**config.mk**
```make
export PLATFORM = sky130hd
export DESIGN_NAME = axil_mem_ctrl
export DESIGN_NICKNAME = d
export VERILOG_FILES = /design/src/rtl/axil_mem_ctrl.sv
export SDC_FILE = /design/constraint.sdc
export NUM_CORES = 1
export LEC_CHECK = 0
export ABC_AREA = 1
export BUFFER_PORTS_ARGS = -buffer_cell sky130_fd_sc_hd__buf_4
export CAP_MARGIN = 15
export CELL_PAD_IN_SITES_DETAIL_PLACEMENT = 1
export CELL_PAD_IN_SITES_GLOBAL_PLACEMENT = 1
export CORE_AREA = 2 2 132 134
export DETAILED_ROUTE_END_ITERATION = 8
export DIE_AREA = 0 0 134 136
export GPL_TIMING_DRIVEN = 1
export PLACE_DENSITY_LB_ADDON = 0.1
export SLEW_MARGIN = 15
export SYNTH_ARGS = -nofsm -noshare
export SYNTH_HDL_FRONTEND = slang
export SYNTH_SLANG_ARGS = --single-unit
```
**constraint.sdc**
```tcl
create_clock -name clk_i -period 1.4 [get_ports clk_i]
set_input_delay 0.28 -clock clk_i [delete_from_list [all_inputs] [get_ports clk_i]]
set_output_delay 0.28 -clock clk_i [all_outputs]
set_load 0.05 [all_outputs]
```
**src/rtl/axil_mem_ctrl.sv**
```systemverilog
// axil_mem_ctrl: registered AXI4-Lite slave in front of a single-port SRAM
// with one-cycle read latency. Reads and writes are arbitrated round-robin,
// one transaction is outstanding at most, and R/B responses are held until
// the master accepts them.
//
// Optional feature macro: AXIL_MEM_CTRL_RANGE_CHECK_EN
//   defined   -> addresses beyond the memory depth get SLVERR, no SRAM access
//   undefined -> upper address bits are ignored (index wraps), always OKAY

package soc_pkg;
    localparam int unsigned AXIL_ADDR_W = 18;
    localparam int unsigned AXIL_DATA_W = 64;

    typedef struct packed {
        logic [AXIL_ADDR_W-1:0] addr;
        logic [2:0]             prot;
    } axil_ax_t;

    typedef struct packed {
        logic [AXIL_DATA_W-1:0]   data;
        logic [AXIL_DATA_W/8-1:0] strb;
    } axil_w_t;

    typedef struct packed {
        logic [1:0] resp;
    } axil_b_t;

    typedef struct packed {
        logic [AXIL_DATA_W-1:0] data;
        logic [1:0]             resp;
    } axil_r_t;

    typedef struct packed {
        axil_ax_t aw;
        logic     aw_valid;
        axil_w_t  w;
        logic     w_valid;
        logic     b_ready;
        axil_ax_t ar;
        logic     ar_valid;
        logic     r_ready;
    } axil_req_t;

    typedef struct packed {
        logic    aw_ready;
        logic    w_ready;
        axil_b_t b;
        logic    b_valid;
        logic    ar_ready;
        axil_r_t r;
        logic    r_valid;
    } axil_resp_t;
endpackage

module axil_mem_ctrl #(
    parameter type         req_t      = soc_pkg::axil_req_t,
    parameter type         resp_t     = soc_pkg::axil_resp_t,
    parameter int unsigned ADDR_WIDTH = 18,
    parameter int unsigned DATA_WIDTH = 64,
    parameter int unsigned MEM_DEPTH  = 1024,
    localparam int unsigned IDX_W     = $clog2(MEM_DEPTH),
    localparam int unsigned OFF_W     = $clog2(DATA_WIDTH / 8),
    localparam int unsigned BE_W      = DATA_WIDTH / 8
) (
    input  logic                  clk_i,
    input  logic                  srst_i,
    input  req_t                  req_i,
    output resp_t                 resp_o,
    output logic                  mem_req_o,
    output logic                  mem_we_o,
    output logic [IDX_W-1:0]      mem_addr_o,
    output logic [DATA_WIDTH-1:0] mem_wdata_o,
    output logic [BE_W-1:0]       mem_be_o,
    input  logic [DATA_WIDTH-1:0] mem_rdata_i
);

    localparam logic [1:0] RESP_OKAY   = 2'b00;
    localparam logic [1:0] RESP_SLVERR = 2'b10;

    typedef enum logic [1:0] {
        ST_IDLE  = 2'd0,
        ST_RCAP  = 2'd1,
        ST_RRESP = 2'd2,
        ST_BRESP = 2'd3
    } state_e;

    state_e                state_r;
    state_e                state_nxt_s;
    logic                  prio_r;        // 0: read wins a tie, 1: write wins
    logic                  post_rst_r;    // blocks grants in the cycle after reset
    logic                  rd_err_r;      // granted read was out of range
    logic [DATA_WIDTH-1:0] r_data_r;
    logic [1:0]            r_resp_r;
    logic [1:0]            b_resp_r;

    logic                  idle_open_s;
    logic                  wr_elig_s;
    logic                  rd_elig_s;
    logic                  grant_wr_s;
    logic                  grant_rd_s;
    logic [ADDR_WIDTH-1:0] aw_addr_s;
    logic [ADDR_WIDTH-1:0] ar_addr_s;
    logic [IDX_W-1:0]      wr_idx_s;
    logic [IDX_W-1:0]      rd_idx_s;
    logic                  wr_oor_s;
    logic                  rd_oor_s;
    logic                  unused_s;

    assign aw_addr_s = req_i.aw.addr;
    assign ar_addr_s = req_i.ar.addr;
    assign wr_idx_s  = aw_addr_s[OFF_W+IDX_W-1:OFF_W];
    assign rd_idx_s  = ar_addr_s[OFF_W+IDX_W-1:OFF_W];

`ifdef AXIL_MEM_CTRL_RANGE_CHECK_EN
    // Any set bit above the word index means the access misses the memory.
    assign wr_oor_s = |(aw_addr_s >> (OFF_W + IDX_W));
    assign rd_oor_s = |(ar_addr_s >> (OFF_W + IDX_W));
`else
    // Upper bits are ignored so the index simply wraps around the depth.
    assign wr_oor_s = 1'b0;
    assign rd_oor_s = 1'b0;
`endif

    // Protection bits and byte-offset bits carry no meaning for this memory.
    assign unused_s = ^{req_i.aw.prot, req_i.ar.prot, aw_addr_s, ar_addr_s};

    // Eligibility and round-robin tie break; grants only in an open IDLE cycle.
    always_comb begin
        idle_open_s = (state_r == ST_IDLE) && !srst_i && !post_rst_r;
        wr_elig_s   = idle_open_s && req_i.aw_valid && req_i.w_valid;
        rd_elig_s   = idle_open_s && req_i.ar_valid;
        grant_wr_s  = 1'b0;
        grant_rd_s  = 1'b0;
        if (wr_elig_s && rd_elig_s) begin
            grant_wr_s = prio_r;
            grant_rd_s = !prio_r;
        end else begin
            grant_wr_s = wr_elig_s;
            grant_rd_s = rd_elig_s;
        end
    end

    // SRAM strobe, address and data driven only in the granting cycle.
    always_comb begin
        mem_req_o   = 1'b0;
        mem_we_o    = 1'b0;
        mem_addr_o  = '0;
        mem_wdata_o = '0;
        mem_be_o    = '0;
        if (grant_wr_s) begin
            mem_req_o   = !wr_oor_s;
            mem_we_o    = !wr_oor_s;
            mem_addr_o  = wr_idx_s;
            mem_wdata_o = req_i.w.data;
            mem_be_o    = req_i.w.strb;
        end else if (grant_rd_s) begin
            mem_req_o  = !rd_oor_s;
            mem_addr_o = rd_idx_s;
        end else begin
            mem_req_o = 1'b0;
        end
    end

    // Next-state decode; responses leave only once the master has taken them.
    always_comb begin
        state_nxt_s = state_r;
        case (state_r)
            ST_IDLE: begin
                if (grant_wr_s) begin
                    state_nxt_s = ST_BRESP;
                end else if (grant_rd_s) begin
                    state_nxt_s = ST_RCAP;
                end else begin
                    state_nxt_s = ST_IDLE;
                end
            end
            ST_RCAP: begin
                state_nxt_s = ST_RRESP;
            end
            ST_RRESP: begin
                if (req_i.r_ready) begin
                    state_nxt_s = ST_IDLE;
                end else begin
                    state_nxt_s = ST_RRESP;
                end
            end
            ST_BRESP: begin
                if (req_i.b_ready) begin
                    state_nxt_s = ST_IDLE;
                end else begin
                    state_nxt_s = ST_BRESP;
                end
            end
            default: begin
                state_nxt_s = ST_IDLE;
            end
        endcase
    end

    // Response channel assembly; valids come from state, never from readies.
    always_comb begin
        resp_o          = '0;
        resp_o.aw_ready = grant_wr_s;
        resp_o.w_ready  = grant_wr_s;
        resp_o.ar_ready = grant_rd_s;
        resp_o.b_valid  = (state_r == ST_BRESP) && !srst_i;
        resp_o.b.resp   = b_resp_r;
        resp_o.r_valid  = (state_r == ST_RRESP) && !srst_i;
        resp_o.r.data   = r_data_r;
        resp_o.r.resp   = r_resp_r;
    end

    // State register, post-reset grant blocker and arbitration pointer.
    always_ff @(posedge clk_i) begin
        if (srst_i) begin
            state_r    <= ST_IDLE;
            post_rst_r <= 1'b1;
            prio_r     <= 1'b0;
        end else begin
            state_r    <= state_nxt_s;
            post_rst_r <= 1'b0;
            if (grant_wr_s) begin
                prio_r <= 1'b0;
            end else if (grant_rd_s) begin
                prio_r <= 1'b1;
            end
        end
    end

    // Response payload registers: B status at write grant, R data in RCAP.
    always_ff @(posedge clk_i) begin
        if (srst_i) begin
            rd_err_r <= 1'b0;
            b_resp_r <= RESP_OKAY;
            r_resp_r <= RESP_OKAY;
            r_data_r <= '0;
        end else begin
            if (grant_wr_s) begin
                b_resp_r <= wr_oor_s ? RESP_SLVERR : RESP_OKAY;
            end
            if (grant_rd_s) begin
                rd_err_r <= rd_oor_s;
            end
            if (state_r == ST_RCAP) begin
                r_data_r <= rd_err_r ? '0 : mem_rdata_i;
                r_resp_r <= rd_err_r ? RESP_SLVERR : RESP_OKAY;
            end
        end
    end

endmodule

```
---- After elaboration in Yosys (flattened, before gate mapping) ----
Index checks and enable logic that the tools add are counted.
word-level totals
  logic and storage cells ................. 35
  flip-flop bits (word level) ............. 68
  output and inout port bits .............. 157
operators by class
  muxes and demuxes ....................... 15
  equal/unequal tests ..................... 3
  reductions and logical operators ........ 13
operator list
  operator            number
  $mux 64             1
  $mux 10             2
  $logic_and 1x1->1   8
  $mux 8              1
  $pmux 2 s4          1
  $mux 1              7
  $mux 2              3
  $eq 2x2->1 const B  2
  $logic_not 1->1     3
  $eq 2x1->1 const B  1
  $logic_not 2->1     1
  $reduce_or 2->1     1

---- Depth between registers and ports, before layout ----
  depth after elaboration ................. 10
  depth in mapped cells ................... 7

---- Worst setup path after synthesis ----
No wires, ideal clock.
  path type ............................... flip-flop to flip-flop
  start ................................... register state_r[0]
  end ..................................... register state_r[0]
  path slack .............................. -0.441 ns
  path buffers ............................ 0
  period minus slack after synthesis ...... 1.841 ns
  setup time .............................. 0.066 ns
  data arrival time ....................... 1.775 ns
  cell stages (with the launch flop) ...... 5
  data required time ...................... 1.334 ns
  path through ............................ dfxtp_1 > inv_2 > nor3_1 > nand2_1 > nand3_1
on the way
  longest elaborated chain between the ends .. 10
RTL lines
  what                             RTL line  RTL
  from (decl)                      87        state_e state_r;
  from (signal assigned)           220       state_r <= state_nxt_s;
  $logic_not 2->1                  129, 167
  $logic_and 1x1->1 (2 in series)  129       idle_open_s = (state_r == ST_IDLE) && !srst_i && !post_rst_r;
  $logic_and 1x1->1 (2 in series)  130       wr_elig_s = idle_open_s && req_i.aw_valid && req_i.w_valid;
  $logic_and 1x1->1                134       if (wr_elig_s && rd_elig_s) begin
  $mux 1                           134
  $mux 1                           171       end else if (grant_rd_s) begin
  $mux 2                           169       if (grant_wr_s) begin
  $pmux 2 s4 (*)                   167       case (state_r)
Every way passes the cells marked *; elsewhere a longest branch is shown, timed or not.
A chain may end at the register's enable or synchronous reset.

---- Worst setup path after layout ----
  start ................................... register post_rst_r
  end ..................................... output mem_wdata_o[7]
on the way
  longest elaborated chain between the ends .. 7
RTL lines
  what                             RTL line  RTL
  from (decl)                      90        logic post_rst_r;
  from (signal assigned)           217       post_rst_r <= 1'b1;
  from (signal assigned)           221       post_rst_r <= 1'b0;
  $logic_not 1->1 (*)              129
  $logic_and 1x1->1 (*)            129
  $logic_and 1x1->1 (2 in series)  130
  $logic_and 1x1->1                134
  $mux 1 (*)                       134
  $mux 64 (*)                      150       if (grant_wr_s) begin
  to (decl)                        72        output logic [DATA_WIDTH-1:0] mem_wdata_o,
Marks and branches as above.

==> results.json <==
{
  "clock_latency_ns": 0.33,
  "worstSetupEndpointType": "output pin",
  "netlist_area_um2": 3736,
  "hold_viol": 0,
  "p_int_uw": 4427,
  "vias": 4473,
  "crit_buf_inv": 3,
  "remaining_drc_errors": 0,
  "cp-startpoint": "post_rst_r$_DFF_P_",
  "start_util_pct": 22.14,
  "num_io_pins": 342,
  "crit_family": "simple AND/OR/NAND/NOR gates",
  "routabilityCongestion": 0.7573,
  "drv_cap": 0,
  "firstDrtPassIters": 4,
  "ant_nets": 0,
  "placementRows": 48,
  "yosysWarnings": 0,
  "fmaxAchievable_mhz": 531.2,
  "synth_top_area_share_pct": 36.44,
  "setup_viol": 153,
  "critical_path_class": "reg -> out",
  "yosysSeqAreaShare_pct": 36.44,
  "cts_tree": "yes",
  "setup_slack_ns": -0.4826,
  "violations": "negative setup slack",
  "final_nets": 1030,
  "yosys.cell_count.top_type": "nor2_1",
  "htreeDepth": 3,
  "synthToLayoutAreaGrowth_pct": 105.6,
  "path_max_fanout": 15,
  "crit_required_ns": 1.12,
  "grt_max_degree": 39,
  "hold_start": "mem_rdata_i[36]",
  "dieArea_um2": 18220,
  "clkSlewWorstSetupHoldPaths_ns": 0.06,
  "antenna_found_initial": 1,
  "wl_mm": 17.46,
  "hpwlAfterDp_mm": 12.68,
  "hp-class": "in -> reg",
  "grtUsageTotal_pct": 17.41,
  "p_leak_uw": 0.003894,
  "worstPathArrival_ns": 1.60,
  "synthFlopType": "dfxtp_1",
  "ys_async_sr_fraction_pct": 0,
  "cp_slowest_cell": "dfxtp_2",
  "peakVddDrop_mv": 0.6650,
  "cts_sinks": 68,
  "drv_slew": 0,
  "numCtsBuffers": 9,
  "ys_seq_elements": 68,
  "power_density_nw_per_um2": 857.7,
  "r2r_start": "state_r[1]$_SDFF_PP0_",
  "outcome": "complete, but fails checks",
  "synth-edff-count": 0,
  "drive_gt1_share_pct": 58.71,
  "vias_per_cell": 4.157,
  "total_power_uw": 6588,
  "root_buffer": "clkbuf_16",
  "yosys-top-cells-area": "dfxtp_1 (36%), nor2_1 (16%), nor2_4 (15%)",
  "cts_buffer_depth": 2,
  "fin_crit_ns": 1.883,
  "p_sw_share_pct": 32.81,
  "place_area_um2": 6472,
  "cp_cell_sequence": "nor2_4 > nand2_4 > inv_4 > nand2_8 > buf_16 > nor2_1 > buf_6",
  "rsz0062_at_grt": "yes",
  "die_w_um": 134,
  "avgRoutedWirePerCell_um": 16.23,
  "cpPeakStageDelay_ns": 0.33,
  "clockPowerShare_pct": 36.5,
  "synth_top_cell_by_area": "dfxtp_1",
  "port_buffers": 315,
  "p_sw_uw": 2162,
  "seq_power_share_pct": 32.8,
  "synth_common_cells": "nor2_1 (156), inv_1 (80), dfxtp_1 (68)",
  "synth_area_per_cell_um2": 7.297,
  "fin_crit_sh_pct": 134.5,
  "fp.coreArea_um2": 16880,
  "finalInstanceArea_um2": 7681,
  "power.share.combinational_pct": 30.7,
  "postLayoutCoreUtil_pct": 45.51,
  "synth_cell_types": 24,
  "syn_inst": 512,
  "drt_iter0_drc": 71,
  "grt_pass1_vias": 4658,
  "startpoint_type": "flop",
  "grt_pass1_wl_mm": 24.78,
  "grt-ovfl-total": 0,
  "dieHeight_um": 136,
  "final.setup.tns_ns": -39.43,
  "fin_worst_skew_ns": 0.004728
}
==> worst reg2reg max path: cells and delay by family, from the launching register on <==
kind / cells / cell delay, ns
buffers and inverters: 5 / 0.71
DFF: 1 / 0.33
and+or+nand+nor: 3 / 0.36
==> flip-flops by register name, summed over array words and instances, names as in the netlist <==
| signal | count |
|---|---|
| post_rst_r | 1 |
| r_data_r | 64 |
| state_r | 2 |
| prio_r | 1 |
==> area by class of cell <==
type | instances | area (µm²)
Antenna cell | 1 | 2.502
Multi-Input combinational cell | 326 | 2047
Tap cell | 225 | 281.5
Clock buffer | 9 | 225.2
Clock inverter | 7 | 91.34
Sequential cell | 68 | 1366
Timing Repair Buffer | 357 | 3343
Fill cell | 2010 | 9195
Inverter | 83 | 324.1
==> power groups by stage <==
stage	clock (µW)	combinational, µW	sequential (µW)
2_1_floorplan	0	627	2660
3_3_place_gp	0	1820	2190
3_5_place_dp	0	1850	2190
4_1_cts	2480	1920	2160
5_1_grt	2580	2150	2180
6_report	2400	2020	2160
==> metal layers <==
layer	up-vias	track usage, %	part of all wire, %
met5	-	0	0
met4	0	6.974	3.0
met3	28	7.271	9.2
met2	182	33.22	55
met1	2086	16.43	32
li1	2177	-	-
==> kinds of logic after synthesis <==
group / Yosys count / share of synthesized area (%)
flip-flops: 68 / 36.44
AND/OR/NAND/NOR: 257 / 36.71
AO/OA/AOI/OAI: 65 / 8.908
buffers and inverters: 121 / 17.85
other: 1 / 0.1004
==> worst paths after layout <==
kind,end,slack [ns],depth (start not counted)
hold / removal,r_data_r[36]$_SDFFE_PP0P_,0.17,3
hold reg to reg,r_data_r[56]$_SDFFE_PP0P_,0.50,2
setup / recovery,mem_wdata_o[7],-0.48,7
setup reg to reg,r_data_r[55]$_SDFFE_PP0P_,-0.10,8
==> metrics by stage <==
stage / setup WS [ns] / std cells / hold slack, ns
floorplan: -0.3298 / 515 / 0.3077
global placement: -0.2230 / 1042 / 0.4850
detailed placement: -0.2719 / 1042 / 0.4876
CTS: -0.4952 / 1065 / 0.1608
global route: -0.5967 / 1075 / 0.1619
finish: -0.4826 / 1076 / 0.1691
==> cells in the final DEF (no fill, tap or decap), types with 3 or more instances in the layout <==
| cell | n |
|---|---|
| nor2_2 | 34 |
| dfxtp_1 | 64 |
| o21ai_0 | 43 |
| nand3_1 | 12 |
| clkbuf_16 | 13 |
| nor2_4 | 65 |
| o21ai_1 | 19 |
| nor2_1 | 109 |
| nand2_1 | 21 |
| conb_1 | 4 |
| buf_4 | 245 |
| buf_6 | 82 |
| dfxtp_2 | 4 |
| buf_8 | 14 |
| buf_16 | 4 |
| clkinv_2 | 3 |
| inv_1 | 77 |
| inv_4 | 3 |
| nand2_4 | 12 |
| buf_12 | 8 |
==> what timing repair did <==
item | CTS | global route
gates cloned | 3 | 6
gates resized for setup | 109 | 84
setup endpoints to repair | 89 | 90
hold buffers | 0 | 0
buffers inserted | 4 | 4
pin swaps | 2 | 2
(Power assumes the default switching activity.)
